===== config.mk =====
export PLATFORM = sky130hd
export DESIGN_NAME = rptr_empty
export DESIGN_NICKNAME = d
export VERILOG_FILES = /design/src/rtl/fifo_pkg.sv /design/src/rtl/gray2bin.sv /design/src/rtl/rptr_empty.sv
export SDC_FILE = /design/constraint.sdc
export NUM_CORES = 1
export LEC_CHECK = 0
export CAP_MARGIN = 20
export CORE_MARGIN = 4
export CORE_UTILIZATION = 35
export DETAILED_ROUTE_END_ITERATION = 8
export PLACE_DENSITY_LB_ADDON = 0.25
export SLEW_MARGIN = 30
export SYNTH_ARGS = -nofsm -noshare
export SYNTH_HDL_FRONTEND = slang
export SYNTH_HIERARCHICAL = 1
export SYNTH_SLANG_ARGS = --single-unit
export TNS_END_PERCENT = 5

===== constraint.sdc =====
create_clock -name rclk -period 2.05 [get_ports rclk]
set_input_delay 0.5125 -clock rclk [delete_from_list [all_inputs] [get_ports rclk]]
set_output_delay 0.5125 -clock rclk [all_outputs]
set_load 0.005 [all_outputs]

===== src/rtl/fifo_pkg.sv =====
// Shared FIFO definitions: default address width, pointer width and Gray/binary
// conversion helpers used by the read-pointer logic and its checkers.
package fifo_pkg;

    localparam int ASIZE_DEF = 4;
    localparam int PTR_W     = ASIZE_DEF + 1;

    function automatic logic [31:0] bin2gray(input logic [31:0] b);
        return b ^ (b >> 1);
    endfunction

    function automatic logic [31:0] gray2bin(input logic [31:0] g);
        logic [31:0] b;
        b = 32'd0;
        for (int i = 31; i >= 0; i--) begin
            b[i] = ^(g >> i);
        end
        return b;
    endfunction

endpackage


===== src/rtl/gray2bin.sv =====
// Combinational Gray-to-binary converter (XOR prefix from the MSB down).
module gray2bin #(
    parameter int WIDTH = 5
) (
    input  logic [WIDTH-1:0] gray_i,
    output logic [WIDTH-1:0] bin_o
);

    // Each binary bit is the XOR of all Gray bits at or above it
    always_comb begin
        bin_o = '0;
        for (int i = 0; i < WIDTH; i++) begin
            bin_o[i] = ^(gray_i >> i);
        end
    end

endmodule


===== src/rtl/rptr_empty.sv =====
// Read-side pointer, empty flag and sticky underflow for an async FIFO.
// Define RPTR_EMPTY_LEVEL_EN to compile in the fill-level and almost-empty logic.
module rptr_empty
    import fifo_pkg::*;
#(
    parameter int ASIZE     = ASIZE_DEF,
    parameter int AE_THRESH = 2
) (
    input  logic             rclk,
    input  logic             rrst,
    input  logic             rinc,
    input  logic [ASIZE:0]   rq2_wptr,
    input  logic             rclr_err,
    output logic             rempty,
    output logic [ASIZE-1:0] raddr,
    output logic [ASIZE:0]   rptr,
    output logic [ASIZE:0]   rlevel,
    output logic             ralmost_empty,
    output logic             runderflow
);

    localparam int PW = ASIZE + 1;

    logic [PW-1:0] rbin_q, rbin_d;
    logic [PW-1:0] rptr_q, rptr_d;
    logic          rempty_q, rempty_d;
    logic          runder_q, runder_d;
    logic          rinc_ok_s;

    // Next pointer, empty and underflow state; a read while empty is ignored
    always_comb begin
        rinc_ok_s = rinc & ~rempty_q;
        rbin_d    = rbin_q + {{ASIZE{1'b0}}, rinc_ok_s};
        rptr_d    = PW'(bin2gray(32'(rbin_d)));
        rempty_d  = (rptr_d == rq2_wptr);
        if (rinc && rempty_q) begin
            runder_d = 1'b1;
        end else if (rclr_err) begin
            runder_d = 1'b0;
        end else begin
            runder_d = runder_q;
        end
    end

    // Pointer and flag registers
    always_ff @(posedge rclk) begin
        if (rrst) begin
            rbin_q   <= '0;
            rptr_q   <= '0;
            rempty_q <= 1'b1;
            runder_q <= 1'b0;
        end else begin
            rbin_q   <= rbin_d;
            rptr_q   <= rptr_d;
            rempty_q <= rempty_d;
            runder_q <= runder_d;
        end
    end

    assign rempty     = rempty_q;
    assign raddr      = rbin_q[ASIZE-1:0];
    assign rptr       = rptr_q;
    assign runderflow = runder_q;

`ifdef RPTR_EMPTY_LEVEL_EN
    localparam logic [PW-1:0] DEPTH_C = PW'(2 ** ASIZE);

    logic [PW-1:0] wbin_s;
    logic [PW-1:0] lvl_raw_s;
    logic [PW-1:0] rlevel_q, rlevel_d;
    logic          ralmost_q, ralmost_d;

    gray2bin #(.WIDTH(PW)) u_gray2bin (
        .gray_i (rq2_wptr),
        .bin_o  (wbin_s)
    );

    // Level against the post-read pointer, saturated at full depth
    always_comb begin
        lvl_raw_s = wbin_s - rbin_d;
        if (lvl_raw_s > DEPTH_C) begin
            rlevel_d = DEPTH_C;
        end else begin
            rlevel_d = lvl_raw_s;
        end
        ralmost_d = (rlevel_d <= PW'(AE_THRESH));
    end

    // Level and almost-empty registers
    always_ff @(posedge rclk) begin
        if (rrst) begin
            rlevel_q  <= '0;
            ralmost_q <= 1'b1;
        end else begin
            rlevel_q  <= rlevel_d;
            ralmost_q <= ralmost_d;
        end
    end

    assign rlevel        = rlevel_q;
    assign ralmost_empty = ralmost_q;
`else
    assign rlevel        = '0;
    assign ralmost_empty = 1'b0;
`endif

endmodule


Word level (Yosys, flattened, before mapping)
Index checks and enable logic that the tools add are counted.
Word-level totals
  word-level logic and storage cells: 13
  bits of input ports: 9
  flip-flop bits (word level): 12
  output and inout port bits: 17
Operators by class
  add/sub/neg operators: 1
  bitwise logic cells: 3
  muxes and demuxes: 2
  eq/ne operators: 1
  reductions and logical operators: 2
Operator list (count)
  $add A5 B1 Y5: 1
  $eq A5 B5 Y1: 1
  $xor A5 B4 Y5: 1
  $mux W1: 2
  $reduce_bool A2 Y1: 1
  $and A1 B1 Y1: 1
  $logic_and A1 B1 Y1: 1
  $not A1 Y1: 1

Depth between registers and ports, before layout
  depth in word-level cells: 5
  gate-level depth with buffers: 7
  gate-level depth less buffers: 7

Worst setup path before layout
Ideal clock, no wire load.
  kind: in2reg
  start: input port rinc
  end: register rempty_q, in the netlist rempty
  library setup time: 0.096 ns
  data required time: 1.954 ns
  arrival: 2.057 ns
  path buffers: 0
  setup slack: -0.103 ns
  stages on the path: 7
  path through: nor2b_1 -> ha_1 -> ha_1 -> xnor3_2 -> xnor2_1 -> or2_1 -> o41ai_2
On the way
  cells in the longest elaborated chain, start to end: 4
RTL lines
  start: declaration: RTL line rptr_empty.sv:11  | input logic rinc,
  $and A1 B1 Y1: RTL line rptr_empty.sv:32  | rinc_ok_s = rinc & ~rempty_q;
  $add A5 B1 Y5: RTL line rptr_empty.sv:33  | rbin_d = rbin_q + {{ASIZE{1'b0}}, rinc_ok_s};
  $xor A5 B4 Y5: RTL line fifo_pkg.sv:9  | return b ^ (b >> 1);
  $eq A5 B5 Y1: RTL line rptr_empty.sv:35  | rempty_d = (rptr_d == rq2_wptr);
  end signal: assignment: RTL line rptr_empty.sv:55  | rempty_q <= rempty_d;
  end: declaration: RTL line rptr_empty.sv:26  | logic rempty_q, rempty_d;
Every way passes these cells.
A chain may end at the register's enable or synchronous reset.

Final worst setup path
Same ends and word-level chain as after synthesis.

==> flow_summary_export.csv <==
group,metric,value,unit
cells_and_area,layout_common_cells,"clkdlybuf4s50_1, dfxtp_1, xnor2_1",
cells_and_area,fin_util,56.1,%
floorplan,design.core.area,1510,um2
setup_path,critPathSlowestCell,"o41ai_2",
clocking,clock_latency,0.27,ns
logic_synthesis,yosysSeqAreaShare,39.7,%
detailed_routing,vias,403,
setup_path,path_max_fanout,3,
floorplan,dieHeight,47.8,um
setup_path,path_class,"input port to flip-flop",
run_status,status,"finished, final reports clean",
sta,slew_violations,0,
sta,max_freq,516,MHz
sta,hold_violations,0,
power_and_ir_drop,leakage,0.000356,uW
detailed_routing,wl,983,um
detailed_routing,postRouteAntennaNets,0,
placement,dp_hpwl,757,um
grt,antenna_found_initial,0,
grt,grt_pass1_wl,1500,um
power_and_ir_drop,swShare,24.0,%
logic_synthesis,synthCells,54,
setup_path,crit_family,"XOR/XNOR gates",
placement,routabilityCongestion,0.707,
hold_path,min_path_type,"flip-flop to flip-flop",
sta,final-setup-viol-count,0,
sta,period_share,94.5,%
setup_path,worst-path-buf-inv,2,
logic_synthesis,synth.cell_area,554,um2
floorplan,die_x,47.8,um
cells_and_area,antennaDiodeCount,0,
placement,port_buffers,19,
detailed_routing,initialDrtViolationCount,1,
cells_and_area,final_cell_area,846,um2
cells_and_area,area_delta_synth_final,52.6,%
grt,grt_start_max_net_pins,12,
power_and_ir_drop,power_density,553,nW/um2
detailed_routing,post-route-drc-count,0,
clocking,clock_sinks,11,
sta,rsz0062_at_grt,"false",
setup_path,endpoint_kind,"flip-flop",
sta,fin_tns_setup,0,ns
placement,placed_area,795,um2
grt,grt_overflow,0,
floorplan,num_io_pins,26,
clocking,h-tree-depth,1,
logic_synthesis,yosysWarnings,6,
clocking,cts-buffers-inserted,3,
cells_and_area,drive_gt1_share,18.5,%
placement,placed_cells,93,
clocking,cts_root_buf,"clkbuf_4",
cells_and_area,num-fill-cells,129,
setup_path,cp-start-kind,"input port",
floorplan,die_area,2280,um2
run,drv_cap,0,
setup_path,cpPeakStageDelay,0.32,ns
clocking,cts_tree,"built",
detailed_routing,dr.pass1.iters,2,
setup_path,worstPathCellList,"clkdlybuf4s15_1, nor2b_4, ha_4, ha_4, buf_4, xor2_1, xnor2_1, xnor2_1, o41ai_2",
logic_synthesis,ys_types,19,
power_and_ir_drop,comb_power_share,19.0,%
setup_path,reg2reg_depth,8,
clocking,clockBufferDepth,2,
setup_path,cp_data_required_time,2.23,ns
cells_and_area,final_common_cell,"clkdlybuf4s50_1",
power_and_ir_drop,p_int,355,uW
placement,dp_slack,-0.568,ns
power_and_ir_drop,p_clk_share,32.2,%
power_and_ir_drop,power_switching,112,uW
logic_synthesis,synth.avg_cell_area,10.3,um2
detailed_routing,avgViaCountPerCell,4.15,
setup_path,worstPathArrival,2.11,ns
power_and_ir_drop,irDropWorstVdd,0.273,mV
hold_path,min_path_cells,2,
cells_and_area,layout.nets,93,
floorplan,num_rows,14,
logic_synthesis,ys_ff_latch,11,
cells_and_area,fin_cells,97,
sta,finClkSkew,0.00785,ns
sta,setup_slack,0.113,ns
detailed_routing,wl_per_cell,10.1,um
clocking,clk_pin_slew,0.08,ns
grt,grt_pass1_vias,370,
power_and_ir_drop,power_frac_seq,48.8,%
sta,fin_crit,1.94,ns
grt,grt_usage,9.89,%
floorplan,initial_core_util,36.8,%
setup_path,crit_cells,9,
[per-stage QoR]
stage | power (uW) | hold slack, ns
2_1_floorplan | 280 | 0.461
3_3_place_gp | 318 | 0.454
3_5_place_dp | 318 | 0.465
4_1_cts | 473 | 0.475
5_1_grt | 489 | 0.505
6_report | 467 | 0.472
[Yosys cell counts]
| cell type | n | area, um2 |
|---|---|---|
| inv_1 | 1 | 3.75 |
| a21boi_0 | 1 | 7.51 |
| or2_1 | 1 | 6.26 |
| xnor3_2 | 1 | 23.8 |
| nand2b_1 | 1 | 6.26 |
| dfxtp_1 | 11 | 220 |
| xor3_1 | 1 | 23.8 |
| nand2_1 | 1 | 3.75 |
| xnor2_1 | 8 | 70.1 |
| buf_4 | 6 | 45.0 |
| a21oi_1 | 1 | 5.00 |
| clkbuf_1 | 1 | 3.75 |
| nand3_1 | 2 | 10.0 |
| xor2_1 | 4 | 35.0 |
| nor2_1 | 7 | 26.3 |
| conb_1 | 1 | 3.75 |
| nor2b_1 | 3 | 18.8 |
| ha_1 | 2 | 25.0 |
| o41ai_2 | 1 | 16.3 |
[path summary, 6_finish.rpt]
| check | from | to | slack [ns] |
|---|---|---|---|
| max reg2reg | rempty$_SDFF_PP1_ | rempty$_SDFF_PP1_ | 0.22 |
| min reg2reg | runderflow$_SDFFE_PP0P_ | runderflow$_SDFFE_PP0P_ | 0.47 |
| max | rinc | rempty$_SDFF_PP1_ | 0.11 |
| min | runderflow$_SDFFE_PP0P_ | runderflow$_SDFFE_PP0P_ | 0.47 |
[per-layer routing]
| metal | vias up | GRT usage [%] | wire length (um) |
|---|---|---|---|
| met5 | - | 0 | 0 |
| met4 | 0 | 6.45 | 22 |
| met3 | 2 | 3.38 | 66 |
| met2 | 13 | 15.3 | 474 |
| met1 | 176 | 11.5 | 420 |
| li1 | 212 | - | - |
[worst reg2reg max path: stages, from the launching register on]
cell and delay, ns:
dfxtp_1 0.40, nor2b_4 0.06, ha_4 0.17, ha_4 0.15, buf_4 0.14, xor2_1 0.16, xnor2_1 0.23, xnor2_1 0.11
o41ai_2 0.32
[final cells by class]
type / count / area [um2] / share of cell area, %
inverters: 1 / 3.75 / 0.444
multi-input cells: 40 / 340 / 40.2
well taps: 16 / 20.0 / 2.37
flip-flops and latches: 11 / 220 / 26.0
clock buffers: 4 / 26.3 / 3.11
repair buffers: 25 / 235 / 27.8
[power by group through the flow]
stage	registers [uW]	logic [uW]	clock network [uW]
global route	229	98.5	161
CTS	228	91.5	154
global placement	232	85.9	0
finish	228	88.9	151
floorplan	233	47.7	0
detailed placement	232	85.9	0
[kinds of logic after synthesis]
group | after synthesis | share of synthesized area, %
simple gates | 15 | 12.9
xor+xnor | 14 | 27.5
flops | 11 | 39.7
buf+inv | 8 | 9.48
compound gates | 3 | 5.19
fa+ha+maj | 2 | 4.51
other cells | 1 | 0.677
[what timing repair did]
item | 4_1_cts | 5_1_grt
cloned | 0 | 0
endpoints found under the setup margin | 2 | 1
hold buffers | 0 | 0
resized for setup | 4 | 1
buffers inserted | 0 | 0
pin swaps | 6 | 1
[flip-flops by register name (all words and copies together), names as in the netlist]
register	count
rempty	1
runderflow	1
rbin_q	5
rptr	4
(Power assumes the default switching activity.)
